--- src/rtl/microwave_ctrl.sv ---
// Microwave oven control FSM: start/pause/cancel buttons, door interlock,
// countdown-timer handshake and an optional completion tone.
// Optional feature macro: DONE_BEEP_EN (completion beep with 8-bit down counter).
module microwave_ctrl #(
  parameter int BEEP_CYCLES = 8
) (
  input  logic       clk,
  input  logic       clrn,
  input  logic       startn,
  input  logic       stopn,
  input  logic       cancel_n,
  input  logic       door_closed,
  input  logic       timer_zero,
  output logic       timer_en,
  output logic       timer_clrn,
  output logic       mag_on,
  output logic [1:0] state,
  output logic       beep
);

  typedef enum logic [1:0] {
    IDLE  = 2'b00,
    COOK  = 2'b01,
    PAUSE = 2'b10,
    DONE  = 2'b11
  } state_t;

  // Counter load value: the entry cycle counts as the first beep cycle.
  localparam logic [7:0] BEEP_LOAD = 8'(BEEP_CYCLES - 1);

  state_t state_reg, state_next;
  logic   start_prev_reg, stop_prev_reg;
  logic   armed_reg;        // low until the first edge after reset release
  logic   timer_en_reg, timer_clrn_reg;
  logic   start_ev, stop_ev;

  // Falling-edge detection on the buttons; suppressed on the first edge after
  // reset so a button already held at release does not count as a press.
  assign start_ev = armed_reg & start_prev_reg & ~startn;
  assign stop_ev  = armed_reg & stop_prev_reg  & ~stopn;

  // State, button history and registered timer controls.
  always_ff @(posedge clk or negedge clrn) begin
    if (!clrn) begin
      state_reg      <= IDLE;
      start_prev_reg <= 1'b1;
      stop_prev_reg  <= 1'b1;
      armed_reg      <= 1'b0;
      timer_en_reg   <= 1'b0;
      timer_clrn_reg <= 1'b1;
    end else begin
      state_reg      <= state_next;
      start_prev_reg <= startn;
      stop_prev_reg  <= stopn;
      armed_reg      <= 1'b1;
      timer_en_reg   <= (state_next == COOK);
      timer_clrn_reg <= cancel_n;
    end
  end

  // Next-state logic; cancel overrides everything, timer_zero beats stop/door.
  always_comb begin
    state_next = state_reg;
    if (!cancel_n) begin
      state_next = IDLE;
    end else begin
      case (state_reg)
        IDLE: begin
          if (start_ev && door_closed && !timer_zero) state_next = COOK;
        end
        COOK: begin
          if (timer_zero)                   state_next = DONE;
          else if (stop_ev || !door_closed) state_next = PAUSE;
        end
        PAUSE: begin
          if (start_ev && door_closed && !timer_zero) state_next = COOK;
        end
        DONE: begin
          if (!door_closed) state_next = IDLE;
        end
        default: state_next = IDLE;
      endcase
    end
  end

  assign state      = state_reg;
  assign timer_en   = timer_en_reg;
  assign timer_clrn = timer_clrn_reg;
  // Door opening cuts the magnetron within the same cycle.
  assign mag_on     = (state_reg == COOK) & door_closed;

`ifdef DONE_BEEP_EN
  logic [7:0] beep_cnt_reg;
  logic       beep_reg;

  // Beep for BEEP_CYCLES cycles from DONE entry; any exit clears it.
  always_ff @(posedge clk or negedge clrn) begin
    if (!clrn) begin
      beep_reg     <= 1'b0;
      beep_cnt_reg <= 8'd0;
    end else if (state_next != DONE) begin
      beep_reg     <= 1'b0;
      beep_cnt_reg <= 8'd0;
    end else if (state_reg != DONE) begin
      beep_reg     <= 1'b1;
      beep_cnt_reg <= BEEP_LOAD;
    end else if (beep_cnt_reg != 8'd0) begin
      beep_cnt_reg <= beep_cnt_reg - 8'd1;
    end else begin
      beep_reg <= 1'b0;
    end
  end

  assign beep = beep_reg;
`else
  // Tone feature absent: the length parameter has no effect.
  logic unused_beep_cfg;
  assign unused_beep_cfg = ^BEEP_LOAD;
  assign beep = 1'b0;
`endif

endmodule

--- config.mk ---
export PLATFORM = sky130hd
export DESIGN_NAME = microwave_ctrl
export DESIGN_NICKNAME = d
export VERILOG_FILES = /design/src/rtl/microwave_ctrl.sv
export SDC_FILE = /design/constraint.sdc
export NUM_CORES = 1
export LEC_CHECK = 0
export CAP_MARGIN = 20
export CORE_AREA = 2 2 39 41
export DETAILED_ROUTE_END_ITERATION = 8
export DIE_AREA = 0 0 41 43
export PLACE_DENSITY = 0.47
export SLEW_MARGIN = 20
export SYNTH_ARGS = -nofsm -noshare
export SYNTH_HDL_FRONTEND = slang
export SYNTH_SLANG_ARGS = --single-unit
--- constraint.sdc ---
create_clock -name clk -period 1.65 [get_ports clk]
set_input_delay 0.2475 -clock clk [delete_from_list [all_inputs] [get_ports clk]]
set_output_delay 0.2475 -clock clk [all_outputs]
set_load 0.01 [all_outputs]
# --- Word-level counts from Yosys, hierarchy flattened ---
# Index checks and enable logic that the tools add are counted.
op_classes:
  eq_ne: 4
  mux: 6
  n_bitwise: 7
  reduce_logical: 7
op_table:
  columns: ["op", "count"]
  rows:
  - ["2-to-1 mux 2 bit", 5]
  - ["one-hot mux 2 bit (3 select lines)", 1]
  - ["AND 1 bit", 5]
  - ["== test 2 x 1 -> 1 bit, second input constant", 2]
  - ["== test 2 bit, second input constant", 2]
  - ["logical AND 1 bit", 2]
  - ["logical NOT 1 bit", 2]
  - ["logical NOT 2 bit", 1]
  - ["inverter 1 bit", 2]
  - ["OR reduction 2 bit", 1]
  - ["logical OR 1 bit", 1]
word_totals:
  register_bits: 7
  inputBits: 7
  output_inout_bits: 6

# --- Longest topological paths before layout ---
# Gate-level depths: netlist of the first run.
logic_depth:
  word_depth: 8
  mapped_depth: 3
  depth_no_buf: 3

# --- Worst setup path before layout of the first run ---
# Ideal clock, no wire load.
synth_path:
  path_type: "register to register"
  startpoint: "reg armed_reg"
  endpoint: "reg timer_en_reg (netlist: timer_en)"
  arrival_ns: 1.171
  t_required_ns: 1.572
  setup_slack_ns: 0.402
  path_stages_with_launch: 4
  n_path_buf: 0
  path_cell_list: "dfrtp_1 > and3b_1 > or4b_1 > a21boi_1"
synth_between:
  elab_chain_len: 8
synth_lines:
  columns: ["item", "line", "source"]
  rows:
  - ["from (decl)", "33", "logic armed_reg;"]
  - ["from (signal assigned)", "48", "armed_reg <= 1'b0;"]
  - ["from (signal assigned)", "55", "armed_reg <= 1'b1;"]
  - ["AND 1 bit (on tied branches) (2 in a row)", "40, 39", null]
  - ["logical OR 1 bit / logical AND 1 bit (equally long branches)", "73, 69, 76", null]
  - ["2-to-1 mux 2 bit / logical AND 1 bit (equally long branches)", "73, 69, 76", null]
  - ["2-to-1 mux 2 bit (on tied branches)", "72, 69, 76", null]
  - ["one-hot mux 2 bit (3 select lines) (*)", "67", "case (state_reg)"]
  - ["2-to-1 mux 2 bit (*)", "64", "if (!cancel_n) begin"]
  - ["== test 2 x 1 -> 1 bit (*)", "56", "timer_en_reg <= (state_next == COOK);"]
  - ["to (signal assigned)", "56", null]
  - ["to (decl)", "34", "logic timer_en_reg, timer_clrn_reg;"]
# Every way passes the cells marked *; elsewhere a longest branch is shown, timed or not.

# --- Worst setup path after layout of the first run ---
layout_path:
  startpoint: "in door_closed"
  endpoint: "out mag_on"
layout_between:
  elab_chain_len: 1
layout_lines:
  columns: ["item", "line", "source"]
  rows:
  - ["from (decl)", "12", "input logic door_closed,"]
  - ["AND 1 bit", "90", "assign mag_on = (state_reg == COOK) & door_closed;"]
  - ["to (decl)", "16", "output logic mag_on,"]
# No other way between the ends.

==> results.cfg, run 1 <==
[global_route]
grt_pass1_wl_mm = 1.01
overflow = 0
track_usage_pct = 8.70
grt_pass1_vias = 277
antenna_found_initial = 0
grt_max_degree = 9

[critical_path]
critical_path.cell_chain = clkdlybuf4s50_1 -> inv_1 -> nor3b_1 -> dlygate4sd2_1
cpPeakStageDelay_ns = 0.52
startpoint_type = input pin
r2r_end = timer_en$_DFF_PN0_
required_ns = 1.40
reg2reg_slack_ns = 0.33
critPathLaunch = door_closed
cp-endpoint = mag_on
cp-end-kind = primary output
regToRegStartpoint = armed_reg$_DFF_PN0_
cpMaxStageDelayCell = clkdlybuf4s50_1
crit_fanout = 4
crit_arrival_ns = 1.30
r2r_cells = 3
path_class = input pin to primary output

[logic_synthesis]
yosys-top-cells-count = dfrtp_1, dfstp_2
synth_xor_area_share_pct = 0
yosys.area.top_type_share_pct = 32.0
synthSimpleGateAreaFrac_pct = 20.4
syn_avg_cell_area_um2 = 11.2
synth_ff_type = dfrtp_1
syn_inst = 28
synth_top_cell_by_area = dfrtp_1
synth_compound_area_share_pct = 16.4
yosysSeqAreaShare_pct = 57.2
synth_warnings = 0
yosysMostFrequentCell = dfrtp_1
synth_edf_count = 0
ys_top_cells_by_area = dfrtp_1, dfstp_2, and4bb_2
synth.distinct_cells = 19
synthArstFlopShare_pct = 100
ys_ff_latch = 7
synth_adder_area_share_pct = 0
synth_top_family_by_area = simple AND/OR/NAND/NOR gates
synthMuxAreaShare_pct = 0
synth_area_um2 = 313
syn_nets = 35

[finish]
layout.nets = 52
syn2layout_area_growth_pct = 52.0
drive_above_1_share_pct = 20.5
largest_register_ffs = 2
final_core_util_pct = 34.4
fillers = 144
n_antenna_cell = 0

[run_status]
status = completed

[cts]
clock_tree.root_cell = clkbuf_4
cts_tree = done
cts_buffers = 3
clkSlewWorstSetupHoldPaths_ns = 0.05
cts-htree-levels = 1
cts.sinks = 7
clockBufferDepth = 2
clkLatencyLatePin_ns = 0.24
cts_setup_buffers = 0

[min_path]
hold_class = input pin to asynchronous set/reset pin

[placement]
hpwl_um = 539
gp_congestion = 0.649
io_buffer_count = 11
dp_slack_ns = -0.187

[floorplan]
boundaryPins = 13
die_h_um = 43
coreArea_mm2 = 0.00138
rows = 14
start_util_pct = 22.6
die_area_mm2 = 0.00176
die_width_um = 41

[power]
max-vdd-ir-drop_mv = 0.399
p_total_uw = 376
leakage_uw = 0.000199
powerDensity_mw_per_mm2 = 791

[run]
drv_cap = 0

[timing]
tns_ns = 0
clock_skew_ns = 0.00468
setup_violations = 0
fin_crit_sh_pct = 93.8
whs_ns = 0.259
timing.fmax_mhz = 646
rsz0062_at_grt = no
fin_ws_ns = 0.102
hold_viol_final = 0
slew_violations = 0
fin_crit_ns = 1.55

[drt]
ant_nets = 0
remaining_drc_errors = 0
drtPass1Iterations = 4
via_per_inst = 4.55
wl_per_cell_um = 11.0
num_vias = 273
drt_iter0_drc = 4
drt_wl_total_um = 659
[per-stage QoR]
stage	instances	cell area (µm²)
floorplan	28	313
global placement	56	450
detailed placement	56	450
CTS	60	475
global route	60	475
finish	60	475
[cell type report]
type / count / area [µm²] / area share (%)
Sequential cell: 7 / 179 / 37.6
Timing Repair Buffer: 13 / 124 / 26.1
Multi-Input combinational cell: 19 / 123 / 25.8
Clock buffer: 4 / 26.3 / 5.53
Tap cell: 16 / 20.0 / 4.21
Inverter: 1 / 3.75 / 0.789
[worst min path at each step]
stage | start | to | slack (ns)
6_report | clrn | timer_en$_DFF_PN0_ | 0.26
5_1_grt | clrn | timer_en$_DFF_PN0_ | 0.28
2_1_floorplan | clrn | armed_reg$_DFF_PN0_ | -0.05
3_5_place_dp | clrn | timer_en$_DFF_PN0_ | 0.53
4_1_cts | clrn | timer_en$_DFF_PN0_ | 0.26
3_3_place_gp | clrn | timer_en$_DFF_PN0_ | 0.53
[metal layers]
layer | vias to the layer above | share of wire (%) | routed length [µm] | track usage [%]
met4 | 0 | 0 | 0 | 2.00
met3 | 0 | 9.0 | 59 | 6.81
met5 | - | 0 | 0 | 0
li1 | 131 | - | - | -
met2 | 10 | 50 | 329 | 13.1
met1 | 132 | 41 | 269 | 9.21
[worst max-delay path, delay by kind of cell]
kind | cells | cell delay [ns]
simple gates | 1 | 0.17
buf+inv | 3 | 0.88
[kinds of logic after synthesis]
| kind of cell | after synthesis |
|---|---|
| other | 2 |
| AO/OA/AOI/OAI | 8 |
| buffers and inverters | 2 |
| AND/OR/NAND/NOR | 9 |
| flip-flops | 7 |
[power breakdown]
part / internal, µW / switching [µW] / total, µW
clock: 91.8 / 56.6 / 148
combinational: 25.1 / 17.8 / 43.0
sequential: 181 / 3.46 / 185
total: 298 / 77.9 / 376
[what timing repair did]
action                     4_1_cts  5_1_grt
hold buffers                     0        0
hold endpoints to repair         0        0
setup endpoints to repair        1        0
gates resized for setup          1        0
[layout by cell type (no fill, tap or decap)]
| cell | Yosys | final |
|---|---|---|
| a211oi_1 | 1 | 1 |
| a21boi_1 | 1 | 1 |
| a21oi_1 | 2 | 2 |
| and3b_1 | 1 | 1 |
| and4bb_2 | 1 | 1 |
| buf_4 | 1 | 2 |
| clkbuf_1 | 0 | 1 |
| clkbuf_4 | 0 | 3 |
| clkdlybuf4s50_1 | 0 | 10 |
| conb_1 | 2 | 2 |
| dfrtp_1 | 4 | 4 |
| dfstp_2 | 3 | 3 |
| dlygate4sd2_1 | 0 | 1 |
| inv_1 | 1 | 1 |
| nand2_1 | 2 | 2 |
| nand2b_1 | 1 | 1 |
| nand3b_1 | 1 | 1 |
| nor2_1 | 1 | 1 |
| nor3b_1 | 1 | 1 |
| o21a_1 | 1 | 1 |
| o21ai_0 | 2 | 2 |
| o41ai_1 | 1 | 1 |
| or4b_1 | 1 | 1 |
No activity file was read; power rests on OpenSTA's default activity.
==> inputs of run 2 (changes only) <==
--- a/config.mk
+++ b/config.mk
@@ -10,6 +10,7 @@
 export DETAILED_ROUTE_END_ITERATION = 8
 export DIE_AREA = 0 0 41 43
 export PLACE_DENSITY = 0.47
+export RECOVER_POWER = 100
 export SLEW_MARGIN = 20
 export SYNTH_ARGS = -nofsm -noshare
 export SYNTH_HDL_FRONTEND = slang
==> run 2 against run 1 <==
Against the previous run:
- global-route usage unchanged
- clock power about the same
- register-to-register slack worse by 0.03 ns
- via count down 5.1%
- combinational power down 6.7%
- clock skew down 0.0012 ns
- highest routed layer unchanged
==> results.cfg, run 2 (same netlist as run 1, synthesis figures left out) <==
[cts]
cts_buffers = 3
cts_resized = 1
clkLatencyLatePin_ns = 0.24
clock_tree.root_cell = clkbuf_4
clockBufferDepth = 2
cts-htree-levels = 1
ctsHoldBuffers = 0
cts_tree = done
cts_setup_buffers = 0
clkSlewWorstSetupHoldPaths_ns = 0.05
cts.sinks = 7

[timing]
rsz0062_at_grt = no
fin_crit_ns = 1.61
hold_viol_final = 0
fin_ws_ns = 0.0449
clock_skew_ns = 0.00351
tns_ns = 0
setup_violations = 0
slew_violations = 0
fin_crit_sh_pct = 97.3
timing.fmax_mhz = 623

[power]
powerDensity_mw_per_mm2 = 782
max-vdd-ir-drop_mv = 0.398
p_total_uw = 372
leakage_uw = 0.000209

[floorplan]
start_util_pct = 22.6
die_width_um = 41
boundaryPins = 13
coreArea_mm2 = 0.00138
rows = 14
die_area_mm2 = 0.00176
die_h_um = 43

[global_route]
grt_pass1_wl_mm = 1.01
grt_max_degree = 9
grt_pass1_vias = 277
antenna_found_initial = 0
overflow = 0
track_usage_pct = 8.70

[placement]
hpwl_um = 539
gp_congestion = 0.649
io_buffer_count = 11
dp_slack_ns = -0.187
place_area_um2 = 450

[finish]
layout.nets = 52
regArea_um2 = 179
largest_register_ffs = 2
layout_common_cells = dlygate4sd3_1, dfrtp_1, clkbuf_4
drive_above_1_share_pct = 20.5
n_antenna_cell = 0
final_common_cell = dlygate4sd3_1
fillers = 144
design_area_um2 = 475
syn2layout_area_growth_pct = 52.0
multi_input_area_um2 = 123

[drt]
wl_per_cell_um = 10.7
drt_wl_total_um = 642
via_per_inst = 4.32
drt_iter0_drc = 4
num_vias = 259
drtPass1Iterations = 4
ant_nets = 0
remaining_drc_errors = 0

[critical_path]
r2r_cells = 3
r2r_end = timer_en$_DFF_PN0_
regToRegStartpoint = armed_reg$_DFF_PN0_
required_ns = 1.40
crit_fanout = 8
crit_arrival_ns = 1.36
path_class = register to primary output
reg2reg_slack_ns = 0.30
cp-end-kind = primary output
startpoint_type = register

[run_status]
status = completed

[run]
drv_cap = 0

[min_path]
hold_class = input pin to asynchronous set/reset pin
## run 2: power breakdown
part | switching, µW | internal [µW]
clock network | 55.4 | 91.8
logic | 17.5 | 22.5
registers | 3.39 | 181
## run 2: cell type report
cell class / instances / share of cell area [%]
flip-flops and latches: 7 / 37.6
repair buffers: 13 / 26.1
multi-input cells: 19 / 25.8
clock buffers: 4 / 5.53
well taps: 16 / 4.21
inverters: 1 / 0.789
## run 2: how the worst max path moves through the flow
stage          depth (start not counted)  slack, ns            endpoint                 from
2_1_floorplan                          3       0.40  timer_en$_DFF_PN0_  armed_reg$_DFF_PN0_
3_3_place_gp                           4      -0.18              mag_on          door_closed
3_5_place_dp                           4      -0.19              mag_on          door_closed
4_1_cts                                4        0.1              mag_on          door_closed
5_1_grt                                4      0.008              mag_on          door_closed
6_report                               2       0.04            state[0]   state[0]$_DFF_PN0_
## run 2: metrics by stage
step | hold slack [ns] | cells | utilization, %
detailed placement | 0.527 | 56 | 32.5
global placement | 0.527 | 56 | 32.5
finish | 0.329 | 60 | 34.4
CTS | 0.264 | 60 | 34.4
floorplan | -0.0481 | 28 | -
global route | 0.350 | 60 | 34.4
## run 2: critical path, stage by stage, from the launching register on
cell,delay (ns)
dfrtp_1,0.37
buf_4,0.16
dlygate4sd3_1,0.60
## run 2: routing by layer
| metal | part of all wire (%) | track usage, % | vias to the layer above |
|---|---|---|---|
| li1 | - | - | 128 |
| met1 | 40 | 9.21 | 123 |
| met2 | 51 | 13.1 | 8 |
| met3 | 8.7 | 6.81 | 0 |
| met4 | 0 | 2.00 | 0 |
| met5 | 0 | 0 | - |
